File: config.mk
export PLATFORM = sky130hd
export DESIGN_NAME = rv32i_decode_stage
export DESIGN_NICKNAME = d
export VERILOG_FILES = /design/src/rtl/rv32i_pkg.sv /design/src/rtl/rv32i_regfile_2r1w.sv /design/src/rtl/rv32i_decode_stage.sv
export SDC_FILE = /design/constraint.sdc
export NUM_CORES = 2
export LEC_CHECK = 0
export BUFFER_PORTS_ARGS = -buffer_cell sky130_fd_sc_hd__buf_2
export CELL_PAD_IN_SITES_DETAIL_PLACEMENT = 0
export CELL_PAD_IN_SITES_GLOBAL_PLACEMENT = 2
export CORE_ASPECT_RATIO = 2
export CORE_UTILIZATION = 42
export CTS_BUF_LIST = sky130_fd_sc_hd__clkbuf_8
export DETAILED_ROUTE_END_ITERATION = 10
export PLACE_DENSITY = 0.79
export SLEW_MARGIN = 10
export SYNTH_ARGS = -nofsm -noshare
export SYNTH_HDL_FRONTEND = slang
export SYNTH_HIERARCHICAL = 1
export SYNTH_SLANG_ARGS = --single-unit
File: constraint.sdc
create_clock -name clk -period 33.3 [get_ports clk]
set_input_delay 4.995 -clock clk [delete_from_list [all_inputs] [get_ports clk]]
set_output_delay 4.995 -clock clk [all_outputs]
set_load 0.1 [all_outputs]
File: src/rtl/rv32i_pkg.sv
`default_nettype none
// ============================================================================
// Module      : rv32i_pkg
// Description : Shared opcode constants, ALU operation codes, immediate
//               formats and the decode bundle for the RV32I/RV32E core.
// Revision    : 1.0 - initial release
// ============================================================================
package rv32i_pkg;

   localparam int DEFAULT_XLEN = 32;

   // Major opcodes (instr[6:0])
   localparam logic [6:0] OPC_LUI      = 7'b0110111;
   localparam logic [6:0] OPC_AUIPC    = 7'b0010111;
   localparam logic [6:0] OPC_JAL      = 7'b1101111;
   localparam logic [6:0] OPC_JALR     = 7'b1100111;
   localparam logic [6:0] OPC_BRANCH   = 7'b1100011;
   localparam logic [6:0] OPC_LOAD     = 7'b0000011;
   localparam logic [6:0] OPC_STORE    = 7'b0100011;
   localparam logic [6:0] OPC_OP_IMM   = 7'b0010011;
   localparam logic [6:0] OPC_OP       = 7'b0110011;
   localparam logic [6:0] OPC_MISC_MEM = 7'b0001111;
   localparam logic [6:0] OPC_SYSTEM   = 7'b1110011;

   // Encoded as {funct7[5], funct3} so OP/OP-IMM can pass fields straight through
   typedef enum logic [3:0] {
      ALU_ADD  = 4'b0000,
      ALU_SLL  = 4'b0001,
      ALU_SLT  = 4'b0010,
      ALU_SLTU = 4'b0011,
      ALU_XOR  = 4'b0100,
      ALU_SRL  = 4'b0101,
      ALU_OR   = 4'b0110,
      ALU_AND  = 4'b0111,
      ALU_SUB  = 4'b1000,
      ALU_SRA  = 4'b1101
   } alu_op_e;

   typedef enum logic [2:0] {
      FMT_I = 3'd0,
      FMT_S = 3'd1,
      FMT_B = 3'd2,
      FMT_U = 3'd3,
      FMT_J = 3'd4,
      FMT_R = 3'd5
   } imm_fmt_e;

   // Everything the decoder derives from one instruction word
   typedef struct packed {
      logic [4:0] rs1;
      logic [4:0] rs2;
      logic [4:0] rd;
      imm_fmt_e   fmt;
      logic [3:0] alu_op;
      logic       alu_src_imm;
      logic       reg_write;
      logic       mem_read;
      logic       mem_write;
      logic       branch;
      logic       jump;
      logic       illegal;
   } decode_t;

   // True when a register index exists in a file of num registers
   function automatic logic in_range(input logic [4:0] idx, input int num);
      return int'(idx) < num;
   endfunction

endpackage
`default_nettype wire

File: src/rtl/rv32i_regfile_2r1w.sv
`default_nettype none
// ============================================================================
// Module      : rv32i_regfile_2r1w
// Description : Architectural register file, two combinational read ports,
//               one synchronous write port, x0 hardwired to zero.
// Revision    : 1.0 - initial release
// ============================================================================
module rv32i_regfile_2r1w
   import rv32i_pkg::*;
#(
   parameter int XLEN     = DEFAULT_XLEN,
   parameter int NUM_REGS = 32
) (
   input  logic            clk,
   input  logic            rst,
   input  logic [4:0]      raddr1,
   output logic [XLEN-1:0] rdata1,
   input  logic [4:0]      raddr2,
   output logic [XLEN-1:0] rdata2,
   input  logic            we,
   input  logic [4:0]      waddr,
   input  logic [XLEN-1:0] wdata
);

   localparam int AW = $clog2(NUM_REGS);

   logic [XLEN-1:0] regs [NUM_REGS];

   // Write port: x0 and indices beyond the file are silently dropped
   always_ff @(posedge clk or posedge rst) begin
      if (rst) begin
         for (int i = 0; i < NUM_REGS; i++) regs[i] <= '0;
      end else if (we && (waddr != 5'd0) && in_range(waddr, NUM_REGS)) begin
         regs[waddr[AW-1:0]] <= wdata;
      end
   end

   // Read ports: x0 and out-of-range indices return zero
   always_comb begin
      rdata1 = '0;
      rdata2 = '0;
      if ((raddr1 != 5'd0) && in_range(raddr1, NUM_REGS)) rdata1 = regs[raddr1[AW-1:0]];
      if ((raddr2 != 5'd0) && in_range(raddr2, NUM_REGS)) rdata2 = regs[raddr2[AW-1:0]];
   end

endmodule
`default_nettype wire

File: src/rtl/rv32i_decode_stage.sv
`default_nettype none
// ============================================================================
// Module      : rv32i_decode_stage
// Description : Valid/ready instruction-decode stage: register file read,
//               full RV32I decode, immediate generation, writeback forwarding
//               (at capture and while stalled) and flush.
// Revision    : 1.0 - initial release
// ============================================================================
module rv32i_decode_stage
   import rv32i_pkg::*;
#(
   parameter int XLEN     = DEFAULT_XLEN,
   parameter int NUM_REGS = 32,
   parameter int BYPASS   = 1
) (
   input  logic            clk,
   input  logic            rst,
   input  logic            flush,
   input  logic            if_valid,
   output logic            if_ready,
   input  logic [31:0]     if_instr,
   input  logic [XLEN-1:0] if_pc,
   input  logic            wb_en,
   input  logic [4:0]      wb_rd,
   input  logic [XLEN-1:0] wb_data,
   output logic            id_valid,
   input  logic            id_ready,
   output logic [XLEN-1:0] id_pc,
   output logic [4:0]      id_rs1,
   output logic [4:0]      id_rs2,
   output logic [4:0]      id_rd,
   output logic [XLEN-1:0] id_rs1_data,
   output logic [XLEN-1:0] id_rs2_data,
   output logic [XLEN-1:0] id_imm,
   output logic [3:0]      id_alu_op,
   output logic            id_alu_src_imm,
   output logic            id_reg_write,
   output logic            id_mem_read,
   output logic            id_mem_write,
   output logic            id_branch,
   output logic            id_jump,
   output logic            id_illegal
);

   // Full decode of one instruction word; illegal forms keep their fields but lose all enables
   function automatic decode_t decode(input logic [31:0] instr);
      decode_t    d;
      logic [6:0] opc;
      logic [2:0] f3;
      logic [6:0] f7;
      logic       use_rs1, use_rs2, use_rd;
      d       = '0;
      d.fmt   = FMT_R;
      d.alu_op = ALU_ADD;
      opc     = instr[6:0];
      f3      = instr[14:12];
      f7      = instr[31:25];
      use_rs1 = 1'b0;
      use_rs2 = 1'b0;
      use_rd  = 1'b0;
      case (opc)
         OPC_LUI, OPC_AUIPC: begin
            d.fmt = FMT_U; use_rd = 1'b1; d.alu_src_imm = 1'b1; d.reg_write = 1'b1;
         end
         OPC_JAL: begin
            d.fmt = FMT_J; use_rd = 1'b1; d.alu_src_imm = 1'b1; d.reg_write = 1'b1; d.jump = 1'b1;
         end
         OPC_JALR: begin
            d.fmt = FMT_I; use_rd = 1'b1; use_rs1 = 1'b1;
            d.alu_src_imm = 1'b1; d.reg_write = 1'b1; d.jump = 1'b1;
         end
         OPC_BRANCH: begin
            d.fmt = FMT_B; use_rs1 = 1'b1; use_rs2 = 1'b1; d.branch = 1'b1;
            d.alu_op = {1'b0, f3};
         end
         OPC_LOAD: begin
            d.fmt = FMT_I; use_rd = 1'b1; use_rs1 = 1'b1;
            d.alu_src_imm = 1'b1; d.reg_write = 1'b1; d.mem_read = 1'b1;
         end
         OPC_STORE: begin
            d.fmt = FMT_S; use_rs1 = 1'b1; use_rs2 = 1'b1;
            d.alu_src_imm = 1'b1; d.mem_write = 1'b1;
         end
         OPC_OP_IMM: begin
            d.fmt = FMT_I; use_rd = 1'b1; use_rs1 = 1'b1;
            d.alu_src_imm = 1'b1; d.reg_write = 1'b1;
            d.alu_op = {f7[5] & (f3 == 3'b101), f3};
         end
         OPC_OP: begin
            d.fmt = FMT_R; use_rd = 1'b1; use_rs1 = 1'b1; use_rs2 = 1'b1; d.reg_write = 1'b1;
            d.alu_op = {f7[5], f3};
            // funct7=0x20 is only meaningful on the ADD/SUB and SRL/SRA slots
            if (!((f7 == 7'h00) || ((f7 == 7'h20) && ((f3 == 3'b000) || (f3 == 3'b101)))))
               d.illegal = 1'b1;
         end
         OPC_MISC_MEM: begin
            // FENCE is a no-op in this in-order pipeline
            d.fmt = FMT_R;
         end
         OPC_SYSTEM: begin
            d.fmt = FMT_I;
            // Only ECALL (imm=0) and EBREAK (imm=1) with all other fields zero
            if (!((instr[31:7] == 25'h0) || (instr[31:7] == 25'h0002000)))
               d.illegal = 1'b1;
         end
         default: d.illegal = 1'b1;
      endcase
      if (instr[1:0] != 2'b11) d.illegal = 1'b1;
      d.rs1 = use_rs1 ? instr[19:15] : 5'd0;
      d.rs2 = use_rs2 ? instr[24:20] : 5'd0;
      d.rd  = use_rd  ? instr[11:7]  : 5'd0;
      if (!in_range(d.rs1, NUM_REGS) || !in_range(d.rs2, NUM_REGS) || !in_range(d.rd, NUM_REGS))
         d.illegal = 1'b1;
      if (d.rd == 5'd0) d.reg_write = 1'b0;
      if (d.illegal) begin
         d.alu_src_imm = 1'b0;
         d.reg_write   = 1'b0;
         d.mem_read    = 1'b0;
         d.mem_write   = 1'b0;
         d.branch      = 1'b0;
         d.jump        = 1'b0;
      end
      return d;
   endfunction

   // Sign-extended immediate for the given instruction format
   function automatic logic [XLEN-1:0] imm_gen(input logic [31:0] instr, input imm_fmt_e fmt);
      logic [XLEN-1:0] imm;
      case (fmt)
         FMT_I:   imm = {{(XLEN-12){instr[31]}}, instr[31:20]};
         FMT_S:   imm = {{(XLEN-12){instr[31]}}, instr[31:25], instr[11:7]};
         FMT_B:   imm = {{(XLEN-12){instr[31]}}, instr[7], instr[30:25], instr[11:8], 1'b0};
         FMT_U:   imm = {instr[31:12], 12'b0};
         FMT_J:   imm = {{(XLEN-20){instr[31]}}, instr[19:12], instr[20], instr[30:21], 1'b0};
         default: imm = '0;
      endcase
      return imm;
   endfunction

   // A writeback that really lands in register idx this cycle
   function automatic logic wb_hits(input logic [4:0] idx);
      return wb_en && (idx != 5'd0) && (idx == wb_rd) && in_range(wb_rd, NUM_REGS);
   endfunction

   decode_t         dec;
   logic [XLEN-1:0] dec_imm;
   logic [XLEN-1:0] rf_rdata1, rf_rdata2;
   logic [XLEN-1:0] op1, op2;
   logic            hold_upd1, hold_upd2;
   logic            accept;

   // Combinational decode of the instruction offered by fetch
   always_comb begin
      dec     = decode(if_instr);
      dec_imm = imm_gen(if_instr, dec.fmt);
   end

   rv32i_regfile_2r1w #(
      .XLEN     (XLEN),
      .NUM_REGS (NUM_REGS)
   ) u_regfile (
      .clk    (clk),
      .rst    (rst),
      .raddr1 (dec.rs1),
      .rdata1 (rf_rdata1),
      .raddr2 (dec.rs2),
      .rdata2 (rf_rdata2),
      .we     (wb_en),
      .waddr  (wb_rd),
      .wdata  (wb_data)
   );

   generate
      if (BYPASS != 0) begin : g_bypass
         // Forward writeback into operands being captured and into a stalled instruction
         always_comb begin
            op1       = wb_hits(dec.rs1) ? wb_data : rf_rdata1;
            op2       = wb_hits(dec.rs2) ? wb_data : rf_rdata2;
            hold_upd1 = id_valid && !id_ready && wb_hits(id_rs1);
            hold_upd2 = id_valid && !id_ready && wb_hits(id_rs2);
         end
      end else begin : g_no_bypass
         // Plain register-file read, held operands frozen
         always_comb begin
            op1       = rf_rdata1;
            op2       = rf_rdata2;
            hold_upd1 = 1'b0;
            hold_upd2 = 1'b0;
         end
      end
   endgenerate

   assign if_ready = !id_valid || id_ready;
   assign accept   = if_valid && if_ready;

   // Pipeline register: flush beats capture, capture beats drain, stall keeps contents
   always_ff @(posedge clk or posedge rst) begin
      if (rst) begin
         id_valid       <= 1'b0;
         id_pc          <= '0;
         id_rs1         <= '0;
         id_rs2         <= '0;
         id_rd          <= '0;
         id_rs1_data    <= '0;
         id_rs2_data    <= '0;
         id_imm         <= '0;
         id_alu_op      <= '0;
         id_alu_src_imm <= 1'b0;
         id_reg_write   <= 1'b0;
         id_mem_read    <= 1'b0;
         id_mem_write   <= 1'b0;
         id_branch      <= 1'b0;
         id_jump        <= 1'b0;
         id_illegal     <= 1'b0;
      end else if (flush) begin
         id_valid <= 1'b0;
      end else if (accept) begin
         id_valid       <= 1'b1;
         id_pc          <= if_pc;
         id_rs1         <= dec.rs1;
         id_rs2         <= dec.rs2;
         id_rd          <= dec.rd;
         id_rs1_data    <= op1;
         id_rs2_data    <= op2;
         id_imm         <= dec_imm;
         id_alu_op      <= dec.alu_op;
         id_alu_src_imm <= dec.alu_src_imm;
         id_reg_write   <= dec.reg_write;
         id_mem_read    <= dec.mem_read;
         id_mem_write   <= dec.mem_write;
         id_branch      <= dec.branch;
         id_jump        <= dec.jump;
         id_illegal     <= dec.illegal;
      end else if (id_ready) begin
         id_valid <= 1'b0;
      end else begin
         if (hold_upd1) id_rs1_data <= wb_data;
         if (hold_upd2) id_rs2_data <= wb_data;
      end
   end

endmodule
`default_nettype wire

Word level (Yosys, flattened, before mapping)
Cells that the tools add are included.
Widths: inputs -> output; s select.
{"block": "totals", "in_bits": 107, "wordCells": 168, "reg_bits": 1179, "out_inout_bits": 156}
{"block": "op_classes", "n_bitwise": 5, "eq_ne": 24, "muxes": 42, "reduce_logical": 45, "order_cmp": 4}
{"operator": "$bwmux 1024", "count": 1}
{"operator": "$mux 32", "count": 15}
{"operator": "$bmux 32 s5", "count": 2}
{"operator": "$demux 32 s5", "count": 1}
{"operator": "$pmux 32 s5", "count": 1}
{"operator": "$eq 7x6->1 const B", "count": 4}
{"operator": "$eq 7x7->1 const B", "count": 4}
{"operator": "$eq 25x14->1 const B", "count": 1}
{"operator": "$logic_not 25->1", "count": 1}
{"operator": "$reduce_bool 5->1", "count": 5}
{"operator": "$eq 5x5->1", "count": 4}
{"operator": "$ge 6x6->1 const B", "count": 3}
{"operator": "$not 5->6", "count": 3}
{"operator": "$logic_and 1x1->1", "count": 15}
{"operator": "$mux 1", "count": 15}
{"operator": "$mux 5", "count": 3}
{"operator": "$pmux 3 s5", "count": 1}
{"operator": "$eq 7x5->1 const B", "count": 2}
{"operator": "$reduce_or 7->1", "count": 2}
{"operator": "$pmux 4 s3", "count": 1}
{"operator": "$reduce_or 9->1", "count": 1}
{"operator": "$eq 7x2->1 const B", "count": 1}
{"operator": "$eq 7x4->1 const B", "count": 1}
{"operator": "$logic_not 7->1", "count": 1}
{"operator": "22 further kinds", "count": 32}

Depth between registers and ports, before layout
{"block": "depth", "ltp_word": 11, "depth_mapped": 16, "mapped_depth_nobuf": 10}

Cells and area by module
The synthesis kept the hierarchy.
{"mod": "rv32i_regfile_2r1w", "area_each_um2": 54682.4, "instances": 1, "seq_area_each_um2": 25624.6, "cells_each": 3684}
{"mod": "rv32i_decode_stage", "area_each_um2": 8106.5, "instances": 1, "seq_area_each_um2": 3878.7, "cells_each": 814}

Worst setup path before layout
OpenSTA, ideal clock, no wires.
{"block": "synth_path", "path_type": "input-to-output", "from": "in id_ready", "to": "out if_ready", "path_stages": 3, "arrival_time_ns": 6.289, "slack_ns": 22.016, "path_cell_list": "nand2b_1 buf_2 buf_1"}
{"block": "synth_between", "elab_chain_len": 1}
{"item": "from (decl)", "line_no": "rv32i_decode_stage.sv:27", "rtl": "input logic id_ready,"}
{"item": "$logic_or 1x1->1", "line_no": "rv32i_decode_stage.sv:193", "rtl": "assign if_ready = !id_valid || id_ready;"}
{"item": "to (decl)", "line_no": "rv32i_decode_stage.sv:20", "rtl": "output logic if_ready,"}
Every way passes these cells.

Worst setup path in the final report
Same ends and word-level chain as after synthesis.

==> impl_metrics.json <==
{
  "status": "complete, no violations",
  "vdd_drop_max_v": 0.0000323,
  "clock_path_buffers": 4,
  "synthCells": 4498,
  "portBuffers": 262,
  "clk_latency_ns": 0.93,
  "start_util": 0.423,
  "ff2ff_setup_slack_ns": 29.75,
  "grt_first_pass_wirelength_um": 332000,
  "path_delay_family": "buffers and inverters",
  "synth-xor-area-share": 0.00251,
  "slowest_delay_ns": 0.64,
  "avgSynthCellArea_um2": 14.0,
  "routed_wl_um": 232000,
  "max_cap_violations": 0,
  "numCtsBuffers": 174,
  "finalSetupViolCount": 0,
  "synth_common_cells": "dfrtp_1 (1179), mux2_2 (1076), mux4_2 (400), clkbuf_1 (282), mux2i_1 (270)",
  "final_hold_viol_count": 0,
  "hp-start": "u_regfile/regs[1015]$_DFFE_PP0P_",
  "ys_top_cells_by_area": "dfrtp_1 (47%), mux2_2 (19%), mux4_2 (14%), mux2i_1 (4.3%), clkbuf_1 (1.7%)",
  "yosys.area.top_type": "dfrtp_1",
  "crit_path_frequent_cell": "buf_2",
  "fp.dieH_um": 549,
  "grtUsageTotal": 0.306,
  "crit_required_ns": 28.30,
  "fin_cells": 6600,
  "routabilityCongestion": 0.881,
  "nNetsFinal": 4652,
  "grt_setup_unrepaired": "false",
  "grt_pass1_vias": 45300,
  "nFillCells": 13200,
  "synth_compound_area_frac": 0.0692,
  "crit_chain": "buf_2, nand2b_2, buf_4, buf_2",
  "grt-ovfl-total": 0,
  "netlist.area_leader.share": 0.470,
  "via_per_inst": 6.65,
  "min_to": "u_regfile/regs[1015]$_DFFE_PP0P_",
  "num_vias": 43900,
  "cts-htree-levels": 4,
  "critPathBufInv": 3,
  "drc": 0,
  "dp.final_hpwl_um": 134000,
  "fmax_mhz": 87.4,
  "hold_class": "reg2reg",
  "synth_seq_cells": 1179,
  "cts.sinks": 1179,
  "drive_gt1_frac": 0.468,
  "cts-root-buf": "clkbuf_8",
  "hold_buffers": 0,
  "tightest_slew_ns": 1.17,
  "netlist_area_um2": 62800,
  "p_leak_uw": 0.0287,
  "worst-setup-path-type": "in2out",
  "timing.rr.end": "id_imm[16]$_DFFE_PP0P_",
  "area_growth_pct": 9.59,
  "cp-end-kind": "output pin",
  "synth_top_family_by_area": "multiplexers",
  "yosysSeqAreaShare": 0.470,
  "grt_antenna_before_repair": 18,
  "postCtsSetupBuffers": 0,
  "r2r_cells": 8,
  "synth_edf_count": 0,
  "tns_ns": 0,
  "synth.distinct_cells": 79,
  "cts.clk_slew.worst_paths_ns": 0.06,
  "die-area_um2": 151000,
  "synth-simple-area-share": 0.0379,
  "drtIter0Drc": 4120,
  "yosysMostFrequentCell": "dfrtp_1",
  "place_ws_ns": 21.50,
  "maxSlewHeadroom": 0.220,
  "hold_path_depth": 0,
  "synthFlopType": "dfrtp_1",
  "grt_max_degree": 177,
  "io_pins": 263,
  "pwr_density_cell_nw_per_um2": 56.6,
  "syn_nets": 4605,
  "finalMaxSlewViolations": 0,
  "cts_tree": "yes",
  "ant_nets": 0,
  "critPathSlowestCell": "buf_4",
  "setup_ws_ns": 21.86,
  "cp.arrival_ns": 6.45,
  "period_needed_ns": 11.44,
  "die_x_um": 275,
  "core-area_um2": 148000,
  "cts_resized": 0,
  "drtPass1Iterations": 5,
  "startpoint_type": "primary input",
  "ys_async_sr_fraction": 1.00,
  "fin_crit_sh": 0.344,
  "r2r_start": "id_valid$_DFFE_PP0P_",
  "synthAdderAreaFrac": 0,
  "dp.cells": 6288,
  "row_count": 200,
  "wl_per_cell_um": 35.2,
  "fin_skew_ns": 0.0650,
  "critical_path.max_fanout": 37,
  "ys_warn_count": 6,
  "synthMuxAreaShare": 0.380
}
per-stage QoR:
stage / cell area, um^2 / util / hold slack [ns] / power [uW]
global placement: 65300 / 0.440 / 0.380 / 2660
global route: 68800 / 0.464 / 0.409 / 4050
CTS: 68800 / 0.464 / 0.400 / 3910
finish: 68800 / 0.464 / 0.400 / 3900
floorplan: 62800 / - / 0.441 / 2470
detailed placement: 65300 / 0.440 / 0.384 / 2690
cell families after synthesis:
logic type / count (synthesis)
buffers and inverters: 514
muxes: 1749
and+or+nand+nor: 467
DFF: 1179
AOI/OAI and AO/OA: 571
xor gates and xnor gates: 18
flip-flops by register name (all words and copies together), names as in the netlist, 5 cells and up:
register,flops
id_rd,5
id_pc,32
id_rs1,5
id_rs1_data,32
id_imm,32
id_rs2,5
id_rs2_data,32
u_regfile/regs,1024
power breakdown:
group          internal, uW  switching (uW)
combinational           372             402
clock                   639             586
sequential             1690             209
total                  2700            1200
routing by layer:
layer  global-route usage  share of wire  wire [um]  vias up
met5                    0        0.00012         27        -
met4                0.215          0.079      18300        4
met3               0.0558          0.078      18000      812
met2                0.506           0.49     113000     2322
met1                0.357           0.36      82800    23400
li1                     -              -          -    17400
worst max-delay path by stage:
| stage | cells after the start | endpoint | slack, ns | from |
|---|---|---|---|---|
| final | 4 | if_ready | 21.86 | id_ready |
| after global routing | 4 | if_ready | 21.90 | id_ready |
| after CTS | 4 | if_ready | 21.92 | id_ready |
| after detailed placement | 16 | id_rs2_data[24]$_DFFE_PP0P_ | 21.50 | if_instr[2] |
| after global placement | 16 | id_rs2_data[24]$_DFFE_PP0P_ | 21.60 | if_instr[2] |
| after floorplan | 1 | u_regfile/regs[0]$_DFFE_PP0P_ | 14.19 | rst |
layout by cell type (no fill, tap or decap), types with 48 or more instances in the layout:
cell       instances
buf_4            112
a2bb2oi_1         65
nor3_1            50
mux4_2           400
nand3_1           48
clkbuf_8         220
a22oi_1           78
nand2_1          143
o21ai_0           48
buf_2            262
a21oi_1           53
inv_1             58
a22o_1            57
dfrtp_1         1179
mux2i_1          270
mux2_2          1076
worst register-to-register path: cells and delay by family (launching register included):
kind	cells	cell delay [ns]
and+or+nand+nor	4	1.48
buffers and inverters	3	1.36
DFF	1	0.42
AOI/OAI and AO/OA	1	0.22
layout make-up:
cell class / instances / area, um^2 / share of cell area
clock inverters: 81 / 500 / 0.00727
repair buffers: 379 / 2250 / 0.0327
diodes: 11 / 27.5 / 0.000400
multi-input cells: 2805 / 31100 / 0.452
clock buffers: 220 / 3030 / 0.0440
inverters: 6 / 31.3 / 0.000455
well taps: 1919 / 2400 / 0.0349
flip-flops and latches: 1179 / 29500 / 0.429
Note: power is estimated with default switching activity, not from simulation.
